===== src/rtl/light_level_ctrl.sv =====
// Brightness controller: press-once up/down/off buttons step an N-level register that drives a glitch-free PWM.
// Optional feature macro LIGHT_LEVEL_MEMORY_EN: "up" from off restores the level that was active when "off" was pressed.
module light_level_ctrl #(
    parameter int LEVELS      = 5,
    parameter int STEP_CYCLES = 4,
    parameter int LEVEL_W     = $clog2(LEVELS)
) (
    input  logic               i_clk,
    input  logic               i_reset_n,
    input  logic [2:0]         i_button,
    output logic [LEVEL_W-1:0] o_level,
    output logic               o_on,
    output logic               o_pwm
);
    localparam int PERIOD = (LEVELS - 1) * STEP_CYCLES;
    localparam int CNT_W  = $clog2(PERIOD + 1);
    localparam logic [LEVEL_W-1:0] LEVEL_MAX = LEVEL_W'(LEVELS - 1);
    localparam logic [CNT_W-1:0]   CNT_LAST  = CNT_W'(PERIOD - 1);
    localparam logic [CNT_W-1:0]   STEP      = CNT_W'(STEP_CYCLES);

    logic [2:0]         r_btn_prev;
    logic [2:0]         w_press;
    logic [LEVEL_W-1:0] r_level;
    logic [LEVEL_W-1:0] w_level_next;
    logic [CNT_W-1:0]   r_pwm_cnt;
    logic [CNT_W-1:0]   r_duty;
    logic               r_pwm;

    // Previous samples reset to 0, so a button held through reset release counts as one press.
    always_ff @(posedge i_clk or negedge i_reset_n) begin
        if (!i_reset_n) begin
            r_btn_prev <= 3'b000;
        end else begin
            r_btn_prev <= i_button;
        end
    end

    assign w_press = i_button & ~r_btn_prev;

`ifdef LIGHT_LEVEL_MEMORY_EN
    logic [LEVEL_W-1:0] r_saved;

    always_ff @(posedge i_clk or negedge i_reset_n) begin
        if (!i_reset_n) begin
            r_saved <= '0;
        end else if (w_press[2] && (r_level != '0)) begin
            r_saved <= r_level;
        end
    end
`endif

    // One action per cycle, priority off > down > up; both ends saturate.
    always_comb begin
        w_level_next = r_level;
        if (w_press[2]) begin
            w_level_next = '0;
        end else if (w_press[1]) begin
            if (r_level != '0) begin
                w_level_next = r_level - LEVEL_W'(1);
            end
        end else if (w_press[0]) begin
            if (r_level == '0) begin
`ifdef LIGHT_LEVEL_MEMORY_EN
                w_level_next = (r_saved != '0) ? r_saved : LEVEL_W'(1);
`else
                w_level_next = LEVEL_W'(1);
`endif
            end else if (r_level != LEVEL_MAX) begin
                w_level_next = r_level + LEVEL_W'(1);
            end
        end
    end

    always_ff @(posedge i_clk or negedge i_reset_n) begin
        if (!i_reset_n) begin
            r_level <= '0;
        end else begin
            r_level <= w_level_next;
        end
    end

    // Duty is only reloaded on the last count, so a period in progress is never truncated.
    always_ff @(posedge i_clk or negedge i_reset_n) begin
        if (!i_reset_n) begin
            r_pwm_cnt <= '0;
            r_duty    <= '0;
            r_pwm     <= 1'b0;
        end else begin
            r_pwm <= (r_pwm_cnt < r_duty);
            if (r_pwm_cnt == CNT_LAST) begin
                r_pwm_cnt <= '0;
                r_duty    <= CNT_W'(r_level) * STEP;
            end else begin
                r_pwm_cnt <= r_pwm_cnt + CNT_W'(1);
            end
        end
    end

    assign o_level = r_level;
    assign o_on    = (r_level != '0);
    assign o_pwm   = r_pwm;

endmodule


===== config.mk =====
export PLATFORM = sky130hd
export DESIGN_NAME = light_level_ctrl
export DESIGN_NICKNAME = d
export VERILOG_FILES = /design/src/rtl/light_level_ctrl.sv
export SDC_FILE = /design/constraint.sdc
export NUM_CORES = 1
export LEC_CHECK = 0
export ABC_AREA = 1
export BUFFER_PORTS_ARGS = -buffer_cell sky130_fd_sc_hd__buf_2
export CAP_MARGIN = 10
export CORE_UTILIZATION = 27
export CTS_CLUSTER_SIZE = 20
export DETAILED_ROUTE_END_ITERATION = 6
export PLACE_DENSITY_LB_ADDON = 0.25
export RECOVER_POWER = 100
export SLEW_MARGIN = 20
export SYNTH_ARGS = -nofsm -noshare
export SYNTH_HDL_FRONTEND = slang
export SYNTH_SLANG_ARGS = --single-unit

===== constraint.sdc =====
create_clock -name i_clk -period 1.5 [get_ports i_clk]
set_input_delay 0.15 -clock i_clk [delete_from_list [all_inputs] [get_ports i_clk]]
set_output_delay 0.15 -clock i_clk [all_outputs]
set_load 0.02 [all_outputs]

* Yosys cells after proc, flatten, opt, wreduce, memory -nomap -nowiden
Cells that the tools add are included.
** Storage, ports and cells
- Bits in registers :: 15
- Output and inout bits :: 5
- Word-level logic and storage cells :: 26
- Input port bits :: 5
** Operators by class
- Magnitude comparators :: 1
- Add/sub/neg operators :: 3
- Bitwise logic cells :: 2
- Mux-type cells :: 7
- Reductions and logical operators :: 5
- Equal/unequal tests :: 3
** Operators with widths (number)
- 3-bit 2-to-1 mux :: 6
- 3-bit nonzero test :: 2
- 5-bit by 1-bit adder with 5-bit output, second input constant :: 1
- 5-bit by 4-bit == test with 1-bit output, second input constant :: 1
- 5-bit less-than comparator :: 1
- 5-bit 2-to-1 mux :: 1
- 4-bit nonzero test :: 1
- 3-bit by 1-bit adder with 3-bit output, second input constant :: 1
- 3-bit AND :: 1
- 3-bit zero test :: 1
- 3-bit by 2-bit inequality test with 1-bit output, second input constant :: 1
- 3-bit inequality test, second input constant :: 1
- 3-bit inverter :: 1
- 3-bit AND reduction :: 1
- 3-bit by 1-bit subtractor with 3-bit output, second input constant :: 1

* Depth between registers and ports, before layout
- Depth in word-level cells :: 6
- Depth in mapped cells :: 8
- Mapped depth without buffers :: 8

* Worst setup path after synthesis
No wires, ideal clock.
- Kind :: register -> register
- From :: register r_level[0] (netlist: o_level[0])
- To :: register r_level[0] (netlist: o_level[0])
- Data arrival time :: 1319 ps
- Clock period less this slack :: 1440 ps
- Path slack :: 60 ps
- Setup time :: 121 ps
- Buffers on the path :: 0
- Data required time :: 1379 ps
- Cell stages (with the launch flop) :: 8
- Path through :: dfrtp_1 inv_1 ha_1 nand2_4 a21oi_2 o21ai_2 nand2_1 o21ai_2
** Between the ends
- Elaborated cells between the ends (all ways) :: 14
- Those cells by class :: 2 x add/sub; 2 x eq/ne; 6 x mux; 4 x reduce/logical
** RTL lines
- start, declared :: line 23 : logic [LEVEL_W-1:0] r_level;
- start signal, assigned :: line 78 : r_level <= w_level_next;
- 3-bit nonzero test
- via o_on :: line 12 : output logic o_on,
- 3-bit by 2-bit inequality test with 1-bit output (no source line)
- 3-bit AND reduction (no source line)
The timed path passes the listed nets, and every way through them passes these cells. The select of a mux whose other input is x is not followed.
A chain may end at the register's enable or synchronous reset.

* Worst setup path after layout
- From :: register r_level[0] (netlist: o_level[0])
- To :: output port o_on
** Between the ends
- Cells in the longest elaborated chain, start to end :: 1
** RTL lines
- 3-bit nonzero test :: line 100 : assign o_on = (r_level != '0);
- end, declared :: line 12
No other way between the ends.

==> metrics.cfg <==
[clocking]
clk_pin_slew_ns = 0.09
clock_sinks = 15
tritoncts = done
clockRootBuffer = clkbuf_4
max-clock-path-buffers = 2
htreeDepth = 1
cts_buffers = 3
clock_latency_ns = 0.27
cts_resized = 0

[sta]
slew_violations = 0
fin_crit_ns = 1.40
rsz0062_at_grt = false
finalSetupTns_ns = 0
hold_viol = 0
finClkSkew_ns = 0.00120
fmaxAchievable_mhz = 715
setup-violations-final = 0
tightest_slew_ns = 0.790
max_slew_margin_pct = 47.3
min_period_over_period_pct = 93.3

[grt]
grt_antenna_before_repair = 0
grt_util_all_layers_pct = 9.73
grt_pass1_wl_um = 2500
grt_pass1_vias = 602
grt_overflow = 0
grt_max_degree = 16

[floorplanning]
fp-row-count = 19
core_um2 = 2830
io_pins = 10
die_h_um = 57.5
die_area_um2 = 3310
initial_core_util_pct = 29.4
die-width_um = 57.5

[detailed_routing]
first_pass_iters = 6
drt_iter0_drc = 6
ant_nets = 0
vias_per_cell = 4.30
routedWlPerCell_um = 9.85
routed_wl_um = 1340
via_count = 585
post-route-drc-count = 1

[synth]
synth_top_family_by_area = simple AND/OR/NAND/NOR gates
synth_cell_types = 21
synth_commonest_cells = 15 x dfrtp_1, 15 x nand2_1, 12 x inv_1
synthAdderAreaFrac_pct = 9.02
synth_top_area_share_pct = 45.1
synth_top_area_cell = dfrtp_1
syn_inst = 88
synth_simple_gate_area_share_pct = 23.2
ys_seq_area_share_pct = 45.1
synth_edf_count = 0
ys_ff_latch = 15
synth_xor_area_share_pct = 2.11
yosys_warnings = 0
synth_nets = 99
ys.flop_type = dfrtp_1
synth-compound-area-share_pct = 11.0
synth_area_leaders = dfrtp_1 45%, ha_1 9.0%, nand2_1 6.8%
synth-async-reset-ratio_pct = 100
synth_area_um2 = 832
synth.avg_cell_area_um2 = 9.46
synthMuxAreaShare_pct = 0

[power]
power_density_nw_per_um2 = 1560
power_w = 0.00148
ir_drop_v = 0.000534
p_leak_nw = 0.489

[setup_path]
worstPathArrival_ns = 1.25
start_kind = register
end_kind = output pin
crit_fanout = 3
worst-endpoint-required_ns = 1.35
critPathKind = reg -> out

[flow_run]
maxCapViolations = 0

[placement]
place.gp.congestion = 0.810
portBuffers = 9
dp_hpwl_um = 1080

[final_layout]
final_nets = 117
diodes = 0
layout-drive-gt1-share_pct = 23.8
area_growth_pct = 13.8

[run_status]
status = finished, violations left
violations = DRC

[min_path]
hold_path.class = in -> reg

[area by class of cell]
| cell class | count | area [um^2] |
|---|---|---|
| tap | 31 | 38.8 |
| clock buffer | 4 | 26.3 |
| inverter | 17 | 68.8 |
| timing repair buffer | 14 | 77.6 |
| fill | 302 | 1880 |
| sequential | 15 | 375 |
| multi-input combinational | 55 | 360 |
[per-layer routing]
metal	up-vias	routed length (um)	track usage, %
li1	308	-	-
met1	271	615	11.8
met2	4	683	16.6
met3	2	25	2.04
met4	0	14	4.18
met5	-	0	0
[report_power, final]
part	total, W	internal (W)	switching (W)
Sequential	0.000571	0.000496	0.0000749
Combinational	0.000684	0.000269	0.000415
Clock	0.000226	0.000103	0.000123
Total	0.00148	0.000868	0.000613
[worst max-delay path, cell delays in order, from the launching register on]
cell and delay, ns:
dfrtp_1 0.40, inv_1 0.08, ha_1 0.25, nand2_4 0.09
clkbuf_2 0.16
[cells in the final DEF (no fill, tap or decap), types with 3 or more instances in the layout]
master / n
o21ai_0: 4
nor2_2: 4
nor2_1: 6
inv_2: 4
inv_1: 12
clkbuf_4: 3
ha_1: 6
nand3_1: 3
a21oi_1: 3
dfrtp_1: 15
clkbuf_1: 9
buf_4: 3
nand2_1: 15
[worst paths after layout]
path / startpoint / endpoint / slack, ns / depth (start not counted)
min reg2reg: r_pwm_cnt[0] / r_pwm_cnt[0] / 0.47 / 1
min: i_button[0] / r_btn_prev[0] / 0.04 / 1
max: o_level[0] / o_on / 0.10 / 4
max in group asynchronous: i_reset_n / o_pwm / 0.55 / 2
max reg2reg: o_level[0] / o_level[0] / 0.18 / 8
min in group asynchronous: i_reset_n / r_pwm_cnt[0] / 0.47 / 2
[what timing repair did]
item,CTS,global route
hold buffers,2,0
endpoints found under the hold margin,16,0
setup endpoints to repair,0,1
setup buffers,0,1
[logic make-up (layout without fill, tap and decap cells)]
family / count (synthesis) / after routing
and+or+nand+nor: 33 / 33
adders and majority gates: 6 / 6
buffers and inverters: 18 / 35
DFF: 15 / 15
AOI/OAI and AO/OA: 14 / 14
xor gates and xnor gates: 2 / 2
[state kept, by name, summed over array words and instances (netlist names)]
register    flops
o_level         3
o_pwm           1
r_btn_prev      3
r_duty          3
r_pwm_cnt       5
[through the flow]
step                      util (%)  hold slack [ns]  std cells  area, um^2  worst slack (ns)
after global routing          33.5           0.0241        136         947            0.0315
after detailed placement      32.5           0.0744        129         920             0.196
after floorplan                  -           -0.146         88         832            0.0605
after CTS                     34.1           0.0141        135         966            0.0552
after global placement        32.5           0.0724        129         920             0.212
final                         33.5           0.0413        136         947             0.101
No activity file was read; power rests on OpenSTA's default activity.
